## src/rtl/gy25_pkg.sv

```systemverilog
// rtl/gy25_pkg.sv - shared state encodings and default framing bytes for the GY25 parser
package gy25_pkg;

  typedef enum logic [1:0] {
    ST_HUNT = 2'd0,
    ST_DATA = 2'd1,
    ST_TAIL = 2'd2
  } gy25_state_e;

  localparam logic [7:0] GY25_HDR_BYTE_DEF  = 8'hAA;
  localparam logic [7:0] GY25_TAIL_BYTE_DEF = 8'h55;
  localparam int         GY25_PAYLOAD_BYTES = 6;

endpackage

```

## src/rtl/gy25_timeout.sv

```systemverilog
// rtl/gy25_timeout.sv - inter-byte watchdog: counts enabled cycles, clears on demand, flags the last allowed cycle
module gy25_timeout #(
  parameter int LIMIT = 50000
) (
  input  logic clk,
  input  logic rst,
  input  logic enable,
  input  logic clear,
  output logic expire
);

  localparam int CW = (LIMIT > 1) ? $clog2(LIMIT) : 1;
  localparam logic [CW-1:0] LAST = CW'(LIMIT - 1);

  logic [CW-1:0] cnt_q, cnt_d;

  always_comb begin
    cnt_d = cnt_q;
    if (clear) begin
      cnt_d = '0;
    end else if (enable) begin
      cnt_d = cnt_q + CW'(1);
    end
  end

  always_ff @(posedge clk) begin
    if (rst) begin
      cnt_q <= '0;
    end else begin
      cnt_q <= cnt_d;
    end
  end

  assign expire = enable && (cnt_q == LAST);

endmodule

```

## src/rtl/gy25_frame_parser.sv

```systemverilog
// rtl/gy25_frame_parser.sv - decodes AA + 6 payload bytes + 55 frames into yaw/pitch/roll
// Angles are only committed from shadow registers on a good tail, so they never update partially.
module gy25_frame_parser
  import gy25_pkg::*;
#(
  parameter int         TIMEOUT_CYC = 50000,
  parameter logic [7:0] HDR_BYTE    = GY25_HDR_BYTE_DEF,
  parameter logic [7:0] TAIL_BYTE   = GY25_TAIL_BYTE_DEF
) (
  input  logic        clk,
  input  logic        rst,
  input  logic        rx_done,
  input  logic [7:0]  data_byte,
  output logic [15:0] yaw,
  output logic [15:0] pitch,
  output logic [15:0] roll,
  output logic        frame_valid,
  output logic        frame_err,
  output logic [7:0]  err_cnt
);

  gy25_state_e state_q, state_d;
  logic [2:0]  idx_q, idx_d;
  logic [7:0]  sh_q [GY25_PAYLOAD_BYTES];
  logic [7:0]  sh_d [GY25_PAYLOAD_BYTES];
  logic [15:0] yaw_q, yaw_d, pitch_q, pitch_d, roll_q, roll_d;
  logic        frame_valid_q, frame_valid_d;
  logic        frame_err_q, frame_err_d;
  logic [7:0]  err_cnt_q, err_cnt_d;
  logic        rx_d1_q, rx_d1_d;
  logic        sample;
  logic        in_frame;
  logic        expire;

  // data_byte settles one cycle after rx_done, so sample on the delayed strobe
  assign rx_d1_d  = rx_done;
  assign sample   = rx_d1_q;
  assign in_frame = (state_q != ST_HUNT);

  gy25_timeout #(
    .LIMIT (TIMEOUT_CYC)
  ) u_timeout (
    .clk    (clk),
    .rst    (rst),
    .enable (in_frame),
    .clear  (sample || !in_frame),
    .expire (expire)
  );

  always_comb begin
    state_d       = state_q;
    idx_d         = idx_q;
    sh_d          = sh_q;
    yaw_d         = yaw_q;
    pitch_d       = pitch_q;
    roll_d        = roll_q;
    frame_valid_d = 1'b0;
    frame_err_d   = 1'b0;
    err_cnt_d     = err_cnt_q;

    case (state_q)
      ST_HUNT: begin
        if (sample && (data_byte == HDR_BYTE)) begin
          idx_d   = 3'd0;
          state_d = ST_DATA;
        end
      end
      ST_DATA: begin
        if (sample) begin
          for (int i = 0; i < GY25_PAYLOAD_BYTES; i++) begin
            if (idx_q == 3'(i)) begin
              sh_d[i] = data_byte;
            end
          end
          idx_d = idx_q + 3'd1;
          if (idx_q == 3'(GY25_PAYLOAD_BYTES - 1)) begin
            state_d = ST_TAIL;
          end
        end else if (expire) begin
          frame_err_d = 1'b1;
          state_d     = ST_HUNT;
        end
      end
      ST_TAIL: begin
        if (sample) begin
          if (data_byte == TAIL_BYTE) begin
            yaw_d         = {sh_q[0], sh_q[1]};
            pitch_d       = {sh_q[2], sh_q[3]};
            roll_d        = {sh_q[4], sh_q[5]};
            frame_valid_d = 1'b1;
          end else begin
            frame_err_d = 1'b1;
          end
          state_d = ST_HUNT;
        end else if (expire) begin
          frame_err_d = 1'b1;
          state_d     = ST_HUNT;
        end
      end
      default: begin
        state_d = ST_HUNT;
      end
    endcase

    if (frame_err_d && (err_cnt_q != 8'hFF)) begin
      err_cnt_d = err_cnt_q + 8'd1;
    end
  end

  always_ff @(posedge clk) begin
    if (rst) begin
      state_q       <= ST_HUNT;
      idx_q         <= 3'd0;
      rx_d1_q       <= 1'b0;
      yaw_q         <= 16'd0;
      pitch_q       <= 16'd0;
      roll_q        <= 16'd0;
      frame_valid_q <= 1'b0;
      frame_err_q   <= 1'b0;
      err_cnt_q     <= 8'd0;
      for (int i = 0; i < GY25_PAYLOAD_BYTES; i++) begin
        sh_q[i] <= 8'd0;
      end
    end else begin
      state_q       <= state_d;
      idx_q         <= idx_d;
      rx_d1_q       <= rx_d1_d;
      yaw_q         <= yaw_d;
      pitch_q       <= pitch_d;
      roll_q        <= roll_d;
      frame_valid_q <= frame_valid_d;
      frame_err_q   <= frame_err_d;
      err_cnt_q     <= err_cnt_d;
      for (int i = 0; i < GY25_PAYLOAD_BYTES; i++) begin
        sh_q[i] <= sh_d[i];
      end
    end
  end

  assign yaw         = yaw_q;
  assign pitch       = pitch_q;
  assign roll        = roll_q;
  assign frame_valid = frame_valid_q;
  assign frame_err   = frame_err_q;
  assign err_cnt     = err_cnt_q;

endmodule

```

## config.mk

```make
export PLATFORM = sky130hd
export DESIGN_NAME = gy25_frame_parser
export DESIGN_NICKNAME = d
export VERILOG_FILES = /design/src/rtl/gy25_pkg.sv /design/src/rtl/gy25_timeout.sv /design/src/rtl/gy25_frame_parser.sv
export SDC_FILE = /design/constraint.sdc
export NUM_CORES = 1
export LEC_CHECK = 0
export ABC_AREA = 1
export BUFFER_PORTS_ARGS = -buffer_cell sky130_fd_sc_hd__buf_2
export CORE_MARGIN = 2
export CORE_UTILIZATION = 45
export CTS_CLUSTER_DIAMETER = 40
export CTS_CLUSTER_SIZE = 8
export DETAILED_ROUTE_END_ITERATION = 8
export PLACE_DENSITY = 0.77
export SYNTH_ARGS = -nofsm -noshare
export SYNTH_HDL_FRONTEND = slang
export SYNTH_SLANG_ARGS = --single-unit
export TNS_END_PERCENT = 30
```

## constraint.sdc

```tcl
create_clock -name clk -period 1.45 [get_ports clk]
set_input_delay 0.2175 -clock clk [delete_from_list [all_inputs] [get_ports clk]]
set_output_delay 0.2175 -clock clk [all_outputs]
set_load 0.02 [all_outputs]
```

==> results.yml, run 1 <==
outcome:
  outcome: "finished with violations"
  violations: "negative setup slack"
synthesis:
  ys_warn_count: 0
  netlist_area_mm2: 0.00505
  synth_cells: 645
  yosysUniqueCellTypes: 27
  synth_fp_nets: 667
  synth_edf_count: 0
  synthTopCellsByArea: "dfxtp_1 51%, o21ai_0 10%, a21oi_1 8.5%"
  yosysMostFrequentCell: "dfxtp_1"
  async_reset_ff_share_pct: 0
  synth_top_area_share_pct: 50.7
  netlist_top_cells_count: "128 x dfxtp_1, 101 x o21ai_0, 94 x nor2_1, 86 x a21oi_1, 73 x inv_1"
  yosysTopAreaCell: "dfxtp_1"
  seq_area_frac_synth_pct: 50.7
  synth_flop_cell: "dfxtp_1"
  avgSynthCellArea_um2: 7.83
  ys_ff_latch: 128
worst_setup_path:
  reg2reg_to: "err_cnt[1]"
  r2r-start: "state_q[0]"
  cp-end-kind: "register"
  worstPathArrival_ps: 2030
  reg2reg_depth: 10
  start_kind: "register"
  ff2ff_setup_slack_ps: -160
  cp_max_fo: 5
  worstPathRequired_ps: 1870
  worstSetupPathType: "register to register"
timing:
  fmaxAchievable_mhz: 621
  final-setup-viol-count: 45
  post-route-period-util_pct: 111
  finalHoldViolCount: 0
  grt_setup_unrepaired: "true"
  max_slew_margin_pct: 78.0
  fin_tns_setup_ps: -2180
  fin_ws_ps: -159
  drv_slew: 0
  fin_crit_ps: 1610
  tightest_slew_ps: 327
  skew_ps: 9.09
die:
  fp.coreArea_mm2: 0.0109
  die_x_um: 110
  rows: 38
  die_area_mm2: 0.0121
  start_util_pct: 46.4
  boundaryPins: 69
  die_h_um: 110
detailed_routing:
  wire_per_inst_um: 13.7
  detail-route-antenna-nets: 0
  first_pass_iters: 5
  wl_um: 12500
  vias: 4697
  drc_errors: 0
  vias_per_cell: 5.13
  detail_route.iter0.violations: 342
power_and_ir_drop:
  total_power_mw: 8.17
  power_density_mw_per_mm2: 1210
  vdd_drop_max_uv: 1150
  p_leak_nw: 2.93
place:
  io_buffer_count: 68
  finalWeightedCongestion: 0.841
  place_area_mm2: 0.00585
  hpwl_um: 8280
cells_and_area:
  syn_to_final_growth_pct: 33.3
  antenna_cells: 0
  final_nets: 784
  final_util_pct: 61.8
  drive_gt1_share_pct: 27.7
  stdcell_area_mm2: 0.00673
worst_hold_path:
  min_path_cells: 3
  hold_path_class: "input port to register"
  hold_end: "sh_q[14]"
  min_from: "data_byte[6]"
clocking:
  cts_sinks: 128
  ctsHtreeMaxLevel: 4
  clk_pin_slew_ps: 60
  cts_root_buf: "clkbuf_8"
  cts_tree: "built"
  clockBufferDepth: 2
  insertion_delay_ps: 530
  numCtsBuffers: 17
global_routing:
  grt_util_met1_pct: 24.6
  grt.total_usage_pct: 21.4
  grt.busiest_layer: "met2"
  grt_max_degree: 50
  grt_use_met3_pct: 5.81
  use_met2_pct: 37.9
  grt_pass1_wl_um: 19800
  grt_pass1_vias: 4269
  grt_remaining_overflow: 0
  antenna_found_initial: 0
job:
  maxCapViolCount: 0
worst max path at each step:
stage / start / end / slack (ps) / cells after the start
after floorplan: state_q[0] / u_timeout.cnt_q[13] / -30 / 10
after global placement: state_q[0] / u_timeout.cnt_q[13] / -70 / 10
after detailed placement: state_q[1] / u_timeout.cnt_q[13] / -160 / 10
after CTS: state_q[1] / err_cnt[1] / -110 / 10
after global routing: u_timeout.cnt_q[0] / u_timeout.cnt_q[14] / -280 / 10
final: state_q[0] / err_cnt[1] / -160 / 10
where the power goes:
part           internal (mW)  switching [mW]  leakage, nW
sequential              3.53         0.00761         1.03
combinational          0.116           0.174         1.60
clock                   2.76            1.58        0.293
worst max-delay path, cell delays in order (launching register included):
cell     delay, ps
dfxtp_2        340
inv_2           50
ha_4           170
nor2_1          80
nand2_1         50
nor2_1         130
nand2_2         90
nand2_2         80
nand4_1        220
o21ai_1        230
nor2_1          50
metal layers:
layer  wire [um]  up-vias  share of wire, %
met3         564       21               4.5
met5           0        -                 0
met4         190        0               1.5
li1            -     2356                 -
met2        6380      116                51
met1        5400     2204                43
registers in the layout (all words and copies together), names as in the netlist, 2 cells and up:
| name | count |
|---|---|
| sh_q | 48 |
| pitch | 16 |
| err_cnt | 8 |
| state_q | 2 |
| idx_q | 3 |
| u_timeout.cnt_q | 16 |
| roll | 16 |
| yaw | 16 |
area by class of cell:
cell class	count	area, um^2
sequential	128	2570
clock buffer	20	455
fill	915	4160
tap	140	175
timing repair buffer	129	883
inverter	76	290
multi-input combinational	410	2200
clock inverter	12	158
metrics by stage:
stage	hold WS [ps]	worst slack, ps	instances
after floorplan	287	-33.9	645
after global placement	426	-66.6	871
after detailed placement	437	-159	871
after CTS	33.9	-106	912
after global routing	62.3	-280	915
final	55.3	-159	915
cells by family after synthesis:
| family | count (synthesis) | share of synthesized area (%) |
|---|---|---|
| compound gates | 201 | 20.3 |
| xor+xnor | 5 | 0.867 |
| fa+ha+maj | 11 | 2.72 |
| buf+inv | 107 | 9.04 |
| flops | 128 | 50.7 |
| simple gates | 193 | 16.4 |
repair_timing:
item / in CTS / in global routing
gates resized for setup: 28 / 30
setup endpoints to repair: 57 / 111
hold buffers: 4 / 0
hold endpoints to repair: 7 / 0
pin swaps: 9 / 18
setup buffers: 5 / 3
placed cells by master (no fill, tap or decap), types with 5 or more instances in the layout:
master | netlist | final
a21oi_1 | 86 | 85
buf_12 | 0 | 5
buf_2 | 14 | 66
buf_4 | 0 | 52
clkbuf_16 | 0 | 16
dfxtp_1 | 128 | 121
dfxtp_2 | 0 | 7
ha_1 | 11 | 7
inv_1 | 73 | 66
inv_2 | 3 | 8
nand2_1 | 56 | 49
nand2_2 | 3 | 8
nand3_1 | 12 | 8
nand3_2 | 1 | 5
nand4_1 | 9 | 9
nor2_1 | 94 | 89
nor2_2 | 3 | 5
nor3_1 | 9 | 6
o21ai_0 | 101 | 87
o21ai_1 | 7 | 18
xor2_1 | 5 | 5
Power figures use the tool's default switching activity.
==> inputs of run 2 (changes only) <==
MAX_ROUTING_LAYER = met4   (was unset)
RECOVER_POWER = 25   (was unset)
==> run 2 against run 1 <==
Net effect:
- the flow still finishes with violations (negative setup slack)
- critical path depth unchanged
- total power about the same
- clock power about the same
- die area unchanged
- register-to-register slack about the same
- sequential share of layout area increased by 0.23 points
- non-clock buffer count unchanged
==> results.yml, run 2 (synthesis gave the netlist of run 1 again) <==
outcome:
  outcome: "finished with violations"
  violations: "negative setup slack"
worst_setup_path:
  path_common_cell: "nor2_1"
  start_kind: "register"
  worstPathCellList: "inv_2 > ha_4 > nor2_1 > nand2_1 > nor2_1 > nand2_2 > buf_4 > a21oi_4 > nand4_1 > a21oi_2"
  r2r-start: "state_q[1]"
  reg2reg_to: "err_cnt[4]"
  ff2ff_setup_slack_ps: -160
  cp.depth: 10
  worstSetupPathType: "register to register"
  cp_top_family: "simple AND/OR/NAND/NOR gates"
  worst_path_max_delay_cell: "dfxtp_2"
  slowest_delay_ps: 340
  endpoint: "err_cnt[4]"
  worstPathRequired_ps: 1910
  cp_max_fo: 6
  cp-end-kind: "register"
  worstPathArrival_ps: 2070
  reg2reg_depth: 10
  startpoint: "state_q[1]"
  path_buf_inv: 2
cells_and_area:
  drive_gt1_share_pct: 24.3
  largest_reg_flops: 48
  syn_to_final_growth_pct: 32.6
  seq_area_mm2: 0.00257
  antenna_cells: 0
  num-fill-cells: 926
  top_register: "sh_q"
  stdcell_area_mm2: 0.00670
  multi_input_area_mm2: 0.00220
  final_common_cell: "dfxtp_1"
  final_cell_mix: "120 x dfxtp_1, 89 x nor2_1, 86 x o21ai_0"
  final_nets: 784
global_routing:
  antenna_found_initial: 0
  grt_max_degree: 50
  grt_pass1_vias: 4263
  grt_pass1_wl_um: 19700
  grt.total_usage_pct: 22.1
  grt_remaining_overflow: 0
detailed_routing:
  wire_per_inst_um: 13.8
  detail_route.iter0.violations: 313
  wl_um: 12600
  vias_per_cell: 5.15
  drc_errors: 0
  first_pass_iters: 5
  detail-route-antenna-nets: 0
  vias: 4716
timing:
  post-route-period-util_pct: 111
  fin_ws_ps: -163
  final-setup-viol-count: 47
  drv_slew: 0
  max_slew_margin_pct: 74.0
  skew_ps: 7.48
  fin_crit_ps: 1610
  tightest_slew_ps: 391
  grt_setup_unrepaired: "true"
  finalHoldViolCount: 0
  fmaxAchievable_mhz: 620
place:
  place_area_mm2: 0.00585
  finalWeightedCongestion: 0.854
  place_worst_setup_slack_ps: -159
  hpwl_um: 8280
  io_buffer_count: 68
die:
  fp.coreArea_mm2: 0.0109
  start_util_pct: 46.4
  rows: 38
  die_x_um: 110
  boundaryPins: 69
  die_area_mm2: 0.0121
  die_h_um: 110
power_and_ir_drop:
  power_frac_clock_pct: 53.2
  intPower_mw: 6.40
  p_sw_mw: 1.76
  vdd_drop_max_uv: 1150
  p_comb_share_pct: 3.5
  p_leak_nw: 2.80
  power_density_mw_per_mm2: 1220
  switching_share_pct: 21.6
  pwr-share-seq_pct: 43.3
clocking:
  cts_sinks: 128
  cts_tree: "built"
  numCtsBuffers: 17
  clockBufferDepth: 2
  clk_pin_slew_ps: 60
  ctsHtreeMaxLevel: 4
  cts_root_buf: "clkbuf_8"
  insertion_delay_ps: 530
job:
  maxCapViolCount: 0
worst_hold_path:
  hold_path_class: "input port to register"
-- run 2: cell types whose count changed in the layout (fill, tap and decap cells not counted) --
cell | previous run | this run
o21ai_1 | 18 | 19
buf_4 | 52 | 51
dfxtp_2 | 7 | 8
buf_2 | 66 | 39
o21ai_0 | 87 | 86
clkbuf_1 | 0 | 28
dfxtp_1 | 121 | 120
-- run 2: area by class of cell --
class / instances / share of cell area [%]
flip-flops and latches: 128 / 38.4
multi-input cells: 410 / 32.8
well taps: 140 / 2.62
inverters: 76 / 4.33
repair buffers: 129 / 12.6
clock buffers: 20 / 6.80
clock inverters: 12 / 2.35
-- run 2: power by group through the flow --
stage | Combinational [mW] | Clock (mW) | Sequential (mW)
finish | 0.289 | 4.34 | 3.54
detailed placement | 0.251 | 0 | 3.61
global placement | 0.246 | 0 | 3.61
floorplan | 0.133 | 0 | 3.61
global route | 0.314 | 4.56 | 3.53
CTS | 0.275 | 4.39 | 3.53
-- run 2: worst min-delay path by stage --
| stage | start | endpoint | slack [ps] | cells after the start |
|---|---|---|---|---|
| 3_5_place_dp | rx_done | rx_d1_q | 440 | 3 |
| 3_3_place_gp | rx_done | rx_d1_q | 430 | 3 |
| 6_report | data_byte[6] | sh_q[14] | 50 | 3 |
| 5_1_grt | data_byte[5] | sh_q[37] | 60 | 3 |
| 2_1_floorplan | rst | idx_q[2] | 290 | 1 |
| 4_1_cts | data_byte[6] | sh_q[14] | 30 | 3 |
-- run 2: stage by stage --
| step | hold slack, ps | power, mW | instances | util [%] | setup TNS, ps |
|---|---|---|---|---|---|
| after global placement | 426 | 3.86 | 871 | 53.8 | -478 |
| after detailed placement | 437 | 3.86 | 871 | 53.8 | -3100 |
| after CTS | 33.9 | 8.20 | 912 | 60.8 | -885 |
| after floorplan | 287 | 3.74 | 645 | - | -182 |
| final | 53.1 | 8.17 | 915 | 61.5 | -2420 |
| after global routing | 56.8 | 8.41 | 915 | 61.5 | -7700 |
-- run 2: what timing repair did --
| item | in CTS | in global routing |
|---|---|---|
| hold buffers | 4 | 0 |
| resized for setup | 28 | 32 |
| endpoints found under the hold margin | 7 | 0 |
| setup buffers | 5 | 3 |
| pin swaps | 9 | 18 |
| endpoints found under the setup margin | 57 | 111 |
-- run 2: routing by layer --
layer / wire length, um / vias up / global-route usage [%]
met3: 561 / 17 / 6.16
met1: 5460 / 2205 / 24.4
li1: - / 2359 / -
met4: 180 / 0 / 8.14
met5: 0 / - / -
met2: 6420 / 135 / 37.9
-- run 2: worst min-delay path, cell delays in order --
cell and delay, ps:
buf_2 160, nor2_1 70, nor2_1 100
